File: src/rtl/jtag_scan_master.sv
// JTAG scan master. It drives TMS/TDI into a target TAP and captures TDO.
// It runs reset sequences, IR scans and DR scans.
// The FSM state always equals the target TAP state (the RESET_SEQ phase covers
// Test-Logic-Reset). TMS and TDI are launched on falling TCK from the value that
// the next rising edge needs, which gives the target half a cycle of setup.
module jtag_scan_master #(
    parameter int IR_REG_WIDTH = 5,
    parameter int DR_REG_WIDTH = 32,
    parameter int LEN_WIDTH    = 6
) (
    input  logic                    TCK,
    input  logic                    TRSTB,
    input  logic                    START,
    input  logic                    SCAN_IR,
    input  logic [LEN_WIDTH-1:0]    LEN,
    input  logic [DR_REG_WIDTH-1:0] DIN,
    input  logic                    RST_REQ,
    output logic                    BUSY,
    output logic                    DONE,
    output logic [DR_REG_WIDTH-1:0] DOUT,
    output logic                    TMS,
    output logic                    TDI,
    input  logic                    TDO
);

    typedef enum logic [2:0] {
        RESET_SEQ, IDLE, SEL_DR, SEL_IR, CAPTURE, SHIFT, EXIT1, UPDATE
    } state_t;

    localparam logic [LEN_WIDTH-1:0] DR_MAX   = LEN_WIDTH'(DR_REG_WIDTH);
    localparam logic [LEN_WIDTH-1:0] IR_LEN   = LEN_WIDTH'(IR_REG_WIDTH);
    localparam logic [LEN_WIDTH-1:0] RST_ONES = LEN_WIDTH'(5);

    state_t                  state_q, state_d;
    logic [LEN_WIDTH-1:0]    cnt_q, cnt_d;     // reset-sequence edge count / shift bit index
    logic [LEN_WIDTH-1:0]    len_q, len_d;     // effective bit count of the current scan
    logic                    ir_q, ir_d;
    logic [DR_REG_WIDTH-1:0] din_q, din_d;
    logic [DR_REG_WIDTH-1:0] dout_q, dout_d;
    logic                    busy_q, busy_d;
    logic                    done_q, done_d;
    logic                    tms_q, tms_d;
    logic                    tdi_q, tdi_d;

    // Next-state logic, plus the TMS/TDI values the next rising edge will sample
    always_comb begin
        state_d = state_q;
        cnt_d   = cnt_q;
        len_d   = len_q;
        ir_d    = ir_q;
        din_d   = din_q;
        dout_d  = dout_q;
        busy_d  = busy_q;
        done_d  = 1'b0;
        tms_d   = 1'b0;
        tdi_d   = 1'b0;
        case (state_q)
            RESET_SEQ: begin
                // Five ones walk any TAP state into Test-Logic-Reset, then a zero lands it in Run-Test/Idle
                tms_d = (cnt_q < RST_ONES);
                if (cnt_q == RST_ONES) begin
                    state_d = IDLE;
                    cnt_d   = '0;
                    busy_d  = 1'b0;
                    done_d  = 1'b1;
                end else begin
                    cnt_d = cnt_q + LEN_WIDTH'(1);
                end
            end
            IDLE: begin
                if (busy_q) begin
                    // A scan was accepted on the previous edge. A zero-length DR scan finishes here without touching TMS
                    if (len_q == '0) begin
                        busy_d = 1'b0;
                        done_d = 1'b1;
                    end else begin
                        tms_d   = 1'b1;
                        state_d = SEL_DR;
                    end
                end else if (START) begin
                    ir_d   = SCAN_IR;
                    len_d  = SCAN_IR ? IR_LEN : ((LEN > DR_MAX) ? DR_MAX : LEN);
                    din_d  = DIN;
                    dout_d = '0;
                    busy_d = 1'b1;
                    cnt_d  = '0;
                end else if (RST_REQ) begin
                    state_d = RESET_SEQ;
                    cnt_d   = '0;
                    busy_d  = 1'b1;
                end
            end
            SEL_DR: begin
                tms_d   = ir_q;
                state_d = ir_q ? SEL_IR : CAPTURE;
            end
            SEL_IR: begin
                state_d = CAPTURE;
            end
            CAPTURE: begin
                state_d = SHIFT;
                cnt_d   = '0;
            end
            SHIFT: begin
                for (int i = 0; i < DR_REG_WIDTH; i++) begin
                    if (cnt_q == LEN_WIDTH'(i)) begin
                        tdi_d     = din_q[i];
                        dout_d[i] = TDO;
                    end
                end
                tms_d = (cnt_q == len_q - LEN_WIDTH'(1));
                if (tms_d) begin
                    state_d = EXIT1;
                end else if (cnt_q != '1) begin
                    cnt_d = cnt_q + LEN_WIDTH'(1);
                end
            end
            EXIT1: begin
                tms_d   = 1'b1;
                state_d = UPDATE;
            end
            UPDATE: begin
                state_d = IDLE;
                busy_d  = 1'b0;
                done_d  = 1'b1;
            end
            default: state_d = RESET_SEQ;
        endcase
    end

    // FSM, counters and TDO capture advance on rising TCK
    always_ff @(posedge TCK or negedge TRSTB) begin
        if (!TRSTB) begin
            state_q <= RESET_SEQ;
            cnt_q   <= '0;
            len_q   <= '0;
            ir_q    <= 1'b0;
            din_q   <= '0;
            dout_q  <= '0;
            busy_q  <= 1'b1;
            done_q  <= 1'b0;
        end else begin
            state_q <= state_d;
            cnt_q   <= cnt_d;
            len_q   <= len_d;
            ir_q    <= ir_d;
            din_q   <= din_d;
            dout_q  <= dout_d;
            busy_q  <= busy_d;
            done_q  <= done_d;
        end
    end

    // Target-facing pins launch on falling TCK
    always_ff @(negedge TCK or negedge TRSTB) begin
        if (!TRSTB) begin
            tms_q <= 1'b1;
            tdi_q <= 1'b0;
        end else begin
            tms_q <= tms_d;
            tdi_q <= tdi_d;
        end
    end

    assign BUSY = busy_q;
    assign DONE = done_q;
    assign DOUT = dout_q;
    assign TMS  = tms_q;
    assign TDI  = tdi_q;

endmodule
File: config.mk
export PLATFORM = sky130hd
export DESIGN_NAME = jtag_scan_master
export DESIGN_NICKNAME = d
export VERILOG_FILES = /design/src/rtl/jtag_scan_master.sv
export SDC_FILE = /design/constraint.sdc
export NUM_CORES = 1
export LEC_CHECK = 0
export CAP_MARGIN = 20
export CORE_MARGIN = 1
export CORE_UTILIZATION = 25
export DETAILED_ROUTE_END_ITERATION = 10
export GPL_ROUTABILITY_DRIVEN = 0
export GPL_TIMING_DRIVEN = 0
export PLACE_DENSITY_LB_ADDON = 0.12
export RECOVER_POWER = 100
export SYNTH_ARGS = -nofsm -noshare
export SYNTH_HDL_FRONTEND = slang
export SYNTH_SLANG_ARGS = --single-unit
File: constraint.sdc
create_clock -name TCK -period 5.5 [get_ports TCK]
set_clock_uncertainty 0.1 [all_clocks]
set_input_delay 1.1 -clock TCK [delete_from_list [all_inputs] [get_ports TCK]]
set_output_delay 1.1 -clock TCK [all_outputs]
set_load 0.01 [all_outputs]
# Yosys cells after proc, flatten, opt, wreduce, memory -nomap -nowiden
# Index checks and enable logic that the tools add are counted.
word_totals:
  register_bits: 84
  wordCells: 267
  out_inout_bits: 36
op_classes:
  order_cmp: 2
  bitwise: 1
  reduce_logical: 42
  add_sub_neg: 2
  eq_ne: 82
  n_mux: 97
ops:
  columns: ["operator", "n"]
  rows:
  - ["4-bit AND reduction", 32]
  - ["6-bit by 5-bit equality test with 1-bit output (second input constant)", 16]
  - ["2-bit != test (second input constant)", 38]
  - ["1-bit two-way mux", 74]
  - ["32-bit two-way mux", 2]
  - ["32-bit one-hot mux with 2 select lines", 1]
  - ["6-bit by 4-bit equality test with 1-bit output (second input constant)", 8]
  - ["6-bit two-way mux", 8]
  - ["6-bit by 3-bit equality test with 1-bit output (second input constant)", 4]
  - ["3-bit one-hot mux with 8 select lines", 1]
  - ["6-bit one-hot mux with 4 select lines", 1]
  - ["3-bit two-way mux", 7]
  - ["3-bit equality test (second input constant)", 4]
  - ["6-bit by 2-bit equality test with 1-bit output (second input constant)", 2]
  - ["6-bit zero test", 2]
  - ["3-bit != test (second input constant)", 4]
  - ["5-bit AND reduction", 2]
  - ["6-bit by 1-bit adder with 6-bit output (second input constant)", 1]
  - ["3-bit by 2-bit equality test with 1-bit output (second input constant)", 2]
  - ["6-bit by 1-bit equality test with 1-bit output (second input constant)", 1]
  - ["6-bit equality test", 1]
  - ["6-bit > comparator (second input constant)", 1]
  - ["6-bit by 3-bit less-than comparator with 1-bit output (second input constant)", 1]
  - ["6-bit != test (second input constant)", 1]
  - ["11 further kinds", 12]

# Longest topological paths before layout
# Gate-level depths: netlist of the first run.
depth:
  depth_word: 34
  ltp_mapped: 10

==> results of run 1 <==
[stage by stage]
stage / util (%) / TNS, ns / hold WS [ns] / instances
after floorplan: - / 0 / 0.346 / 515
after global placement: 31.9 / -10.64 / 0.365 / 819
after detailed placement: 32.1 / -0.156 / 0.363 / 820
after CTS: 33.8 / 0 / 0.380 / 836
after global routing: 33.8 / 0 / 0.404 / 836
final: 33.8 / 0 / 0.379 / 836
[placed cells by master, fill, tap and decap left out, drive strengths merged, types with 5 or more instances in the layout]
cell and instances:
nand2 140, o21ai 47, nor2 24, o211ai 8
nand2b 7, a31oi 8, a22o 10, clkdlybuf4s50 41
mux2 7, dfrtp 81, ha 7, inv 16
nor2b 5, mux2i 5, dlygate4sd3 37, clkbuf 40
nand3 21, a21oi 24, nor3 7, buf 6
xnor2 6
[report_power, final]
part	leakage [µW]	switching, µW	total [µW]	internal, µW
clock network	0.000151	262	629	367
logic	0.00134	814	1420	602
registers	0.00107	190	1070	883
total	0.00256	1270	3120	1850
[flip-flops by register name, indices dropped and copies added (netlist names)]
name / count
state_q: 3
DONE: 1
TDI: 1
ir_q: 1
TMS: 1
BUSY: 1
cnt_q: 6
din_q: 32
len_q: 6
DOUT: 32
[tightest hold or removal path: cells and delay by family (launching register included)]
| kind | cells | cell delay (ns) |
|---|---|---|
| and+or+nand+nor | 2 | 0.10 |
| DFF | 1 | 0.34 |
[per-layer routing]
metal	global-route usage [%]	vias to the layer above	wire length (µm)
li1	-	1988	-
met1	21.9	1887	6440
met5	0	-	0
met2	24.2	123	5990
met4	7.37	0	320
met3	2.99	21	773
[repair_timing]
action | 4_1_cts | 5_1_grt
hold endpoints to repair | 0 | 0
endpoints found under the setup margin | 1 | 1
gates resized for setup | 2 | 8
setup buffers | 0 | 0
[final cells by class]
| cell class | count | area, µm² |
|---|---|---|
| plain buffers | 33 | 148 |
| clock buffers | 11 | 243 |
| clock inverters | 6 | 63.8 |
| fillers | 1757 | 11500 |
| inverters | 15 | 56.3 |
| multi-input cells | 382 | 2150 |
| flip-flops and latches | 84 | 2100 |
| well taps | 225 | 282 |
| repair buffers | 80 | 816 |
[worst max-delay path by stage]
stage / endpoint / slack [ns]
floorplan: TDI / 0.45
global placement: TDI / -2.67
detailed placement: TDI / -0.16
CTS: TDI / 0.01
global route: TDI / 0.01
finish: TMS / 0.07
[cell families (layout without fill, tap and decap cells)]
logic type / Yosys count / after routing / share of synthesized area (%)
AND/OR/NAND/NOR: 214 / 214 / 20.6
AO/OA/AOI/OAI: 141 / 141 / 21.3
flip-flops: 84 / 84 / 47.1
buffers and inverters: 49 / 145 / 4.57
multiplexers: 12 / 12 / 2.97
XOR/XNOR: 8 / 8 / 1.57
adder cells (fa/ha/maj): 7 / 7 / 1.96
==> flow_metrics.tcl, run 1 <==
set metrics [dict create \
    status "completed" \
    yosysSeqAreaShare_pct 47.1 \
    grt_pass1_vias 4075 \
    cts_root_buffer "clkbuf_16" \
    critPathMaxStageDelay_ns 0.59 \
    synth.area.top_cells "dfrtp_1 (45%), nand2_1 (12%), o21ai_0 (5.3%)" \
    finalInstanceArea_um2 5860 \
    power_density_nw_per_um2 532 \
    firstDrtPassIters 5 \
    crit_family "buffers and inverters" \
    track_usage_pct 16.0 \
    dp.final_hpwl_mm 10.1 \
    worst_slack_ns 0.0684 \
    async_reset_ff_share_pct 100 \
    grt_pass1_wl_mm 22.1 \
    synth_common_cells "nand2_1 (140), dfrtp_1 (81), o21ai_0 (47)" \
    antenna_found_initial 0 \
    dpl_cell_area_um2 5560 \
    core_um2 17400 \
    reg2regPathDepth 7 \
    cts_tree "done" \
    yosysWarningCount 0 \
    hp-start "din_q[13]" \
    routed_wl_mm 13.5 \
    cts-htree-levels 3 \
    io_pins 80 \
    cts_sinks 84 \
    crit_cells 1 \
    drive_gt1_share_pct 6.87 \
    area_delta_synth_final_pct 31.2 \
    cp.required_ns 4.30 \
    hold_class "reg -> reg" \
    synthCells 515 \
    fp.dieW_um 136 \
    reg2reg_slack_ns 0.23 \
    critical_path.slowest_cell "dlygate4sd3_1" \
    total_power_uw 3120 \
    avgRoutedWirePerCell_um 16.2 \
    path_clk_slew_ns 0.06 \
    hold_violations 0 \
    io_buffers 79 \
    r2r_start "cnt_q[1]" \
    via_count 4019 \
    r2r_end "TDI" \
    crit_chain "dlygate4sd3_1" \
    startpoint "TMS" \
    holdBufCountCts 0 \
    grt_max_degree 47 \
    final_antenna_net_count 0 \
    syn_nets 566 \
    drc 0 \
    synth-main-ff-cell "dfrtp_1" \
    dieArea_um2 18400 \
    cts_max_path_buffers 2 \
    pre_cts_slack_ns -0.156 \
    hold_depth 2 \
    num_rows 48 \
    synth-edff-count 0 \
    overflow 0 \
    rsz0062_at_grt "false" \
    synth_seq_cells 84 \
    post_synth_num_cell_types 57 \
    synth.cell_area_um2 4470 \
    maxCapViolations 0 \
    layout.nets 657 \
    syn_area_per_cell_um2 8.67 \
    drt-initial-drc-count 288 \
    crit_fanout 1 \
    worstMarginPinSlew_ns 0.754 \
    start_kind "register" \
    min_to "din_q[13]" \
    chipHeight_um 136 \
    yosysMostFrequentCell "nand2_1" \
    initial_core_util_pct 25.7 \
    cp-end-kind "output port" \
    cts_buffers 9 \
    path_class "reg -> out" \
    slew_headroom_pct 49.4 \
    worst-path-buf-inv 1 \
    yosys.area.top_type "dfrtp_1" \
    worstPathArrival_ns 4.23 \
    setup_viol 0 \
    vdd_drop_max_mv 0.186 \
    antenna_cells 0 \
    p_leak_uw 0.00256 \
    slew_viol_final 0 \
    routed_via_density 4.81 \
    clk_latency_ns 0.35 \
    synth_top_area_share_pct 45.4 \
]
No activity file was read; power rests on OpenSTA's default activity.
==> run 2: changes to the inputs <==
--- a/config.mk
+++ b/config.mk
@@ -6,11 +6,10 @@
 export NUM_CORES = 1
 export LEC_CHECK = 0
 export CAP_MARGIN = 20
-export CORE_MARGIN = 1
+export CORE_MARGIN = 4
 export CORE_UTILIZATION = 25
 export DETAILED_ROUTE_END_ITERATION = 10
 export GPL_ROUTABILITY_DRIVEN = 0
-export GPL_TIMING_DRIVEN = 0
 export PLACE_DENSITY_LB_ADDON = 0.12
 export RECOVER_POWER = 100
 export SYNTH_ARGS = -nofsm -noshare
==> run 2 against run 1 <==
  * The flow now finishes with violations (capacitance limit, slew limit)
  * Register-to-register slack better by 0.19 ns
  * Core utilization is 0.87 points lower
  * Total power fell by 2.6%
  * Flip-flop and latch count is the same
  * Largest power group unchanged
  * Non-clock buffer count is 20 lower
  * First-iteration DRC count down 6.9%
  * Wire length hardly changed
  * Combinational power down 6%
==> flow_metrics.tcl, run 2 (synthesis results as in run 1) <==
set metrics [dict create \
    antenna_found_initial 0 \
    final_antenna_net_count 0 \
    vdd_drop_max_mv 0.194 \
    avgRoutedWirePerCell_um 16.6 \
    start_kind "register" \
    power_density_nw_per_um2 530 \
    dpl_cell_area_um2 5500 \
    cts_tree "done" \
    fin_tns_setup_ns 0 \
    grt_max_degree 43 \
    setup_viol 0 \
    layout.nets 637 \
    grt_pass1_vias 4119 \
    grt_pass1_wl_mm 22.2 \
    finalInstanceArea_um2 5730 \
    clk_latency_ns 0.35 \
    path_class "reg -> out" \
    critical_path.slowest_cell "dlygate4sd3_1" \
    crit_family "buffers and inverters" \
    worstPathArrival_ns 4.19 \
    maxCapViolations 4 \
    critPathMaxStageDelay_ns 0.63 \
    crit_fanout 1 \
    drt-initial-drc-count 268 \
    worstMarginPinSlew_ns 2.24 \
    firstDrtPassIters 4 \
    violations "capacitance limit, slew limit" \
    chipHeight_um 142 \
    drc 0 \
    antenna_cells 0 \
    fp.dieW_um 142 \
    holdBufCountCts 0 \
    cts.repair.resized 0 \
    cts_root_buffer "clkbuf_16" \
    n_fill_cell 1854 \
    path_clk_slew_ns 0.05 \
    crit_chain "dlygate4sd3_1" \
    final_common_cell "nand2_1" \
    io_buffers 79 \
    p_leak_uw 0.00250 \
    slew_headroom_pct -49.2 \
    io_pins 80 \
    dp.final_hpwl_mm 10.2 \
    cp.required_ns 4.30 \
    hold_class "reg -> reg" \
    cts_buffers 9 \
    rsz0062_at_grt "false" \
    final_cell_mix "nand2_1 (140), dfrtp_1 (81), o21ai_0 (47)" \
    cts-htree-levels 3 \
    cts_max_path_buffers 2 \
    worst-path-buf-inv 1 \
    area_delta_synth_final_pct 28.3 \
    routed_wl_mm 13.5 \
    overflow 0 \
    num_rows 48 \
    post_cts_buffers 0 \
    routed_via_density 4.85 \
    cp-end-kind "output port" \
    reg2reg_slack_ns 0.42 \
    dieArea_um2 20100 \
    slew_viol_final 138 \
    core_um2 17400 \
    hold_violations 0 \
    via_count 3954 \
    track_usage_pct 14.0 \
    drive_gt1_share_pct 6.09 \
    total_power_uw 3040 \
    status "complete, but fails checks" \
    hold_slack_ns 0.383 \
    initial_core_util_pct 25.6 \
    cts_sinks 84 \
]
run 2: changes by cell type in the layout (fill, tap and decap cells not counted), moves of 2 or more:
| cell | delta |
|---|---|
| clkbuf_2 | -4 |
| clkbuf_1 | -15 |
| clkdlybuf4s50_1 | +2 |
| buf_2 | -4 |
| buf_4 | +8 |
| dlygate4sd3_1 | -2 |
run 2: metal layers:
layer  vias up  track usage [%]  wire (µm)
met4         0             5.35        263
met1      1884             19.9       6570
met3        19             2.86        679
met5         -                0          0
met2       113             21.0       6020
li1       1938                -          -
run 2: area by class of cell:
cell class                      count  area, µm²  share of cell area, %
Inverter                           15       56.3                  0.983
Timing Repair Buffer               93        871                   15.2
Clock inverter                      4       17.5                  0.306
Multi-Input combinational cell    382       2150                   37.5
Sequential cell                    84       2100                   36.7
Tap cell                          225        282                   4.91
Clock buffer                       13        250                   4.37
run 2: path summary, 6_finish.rpt:
path	from	to	cells after the start
hold / removal	din_q[28]	din_q[28]	2
max in group asynchronous	TRSTB	TMS	1
min in group asynchronous	TRSTB	DONE	2
hold reg to reg	din_q[28]	din_q[28]	2
setup / recovery	TDI	TDI	1
setup reg to reg	cnt_q[1]	TDI	8
run 2: stage by stage:
step	cells	utilization (%)	setup slack, ns
floorplan	515	-	0.453
global placement	800	31.6	0.511
detailed placement	800	31.6	0.431
CTS	816	33.1	0.114
global route	816	32.9	0.0991
finish	816	32.9	0.114
run 2: report_power, final:
group,switching [µW],internal [µW]
Clock,244,317
Sequential,251,883
Combinational,745,596
Total,1240,1800
==> run 3: changes to the inputs <==
--- a/config.mk
+++ b/config.mk
@@ -5,6 +5,7 @@
 export SDC_FILE = /design/constraint.sdc
 export NUM_CORES = 1
 export LEC_CHECK = 0
+export ABC_CLOCK_PERIOD_IN_PS = 5500
 export CAP_MARGIN = 20
 export CORE_MARGIN = 4
 export CORE_UTILIZATION = 25
==> results of run 3 <==
Final layout, timing and power as in run 2 (identical DEF).
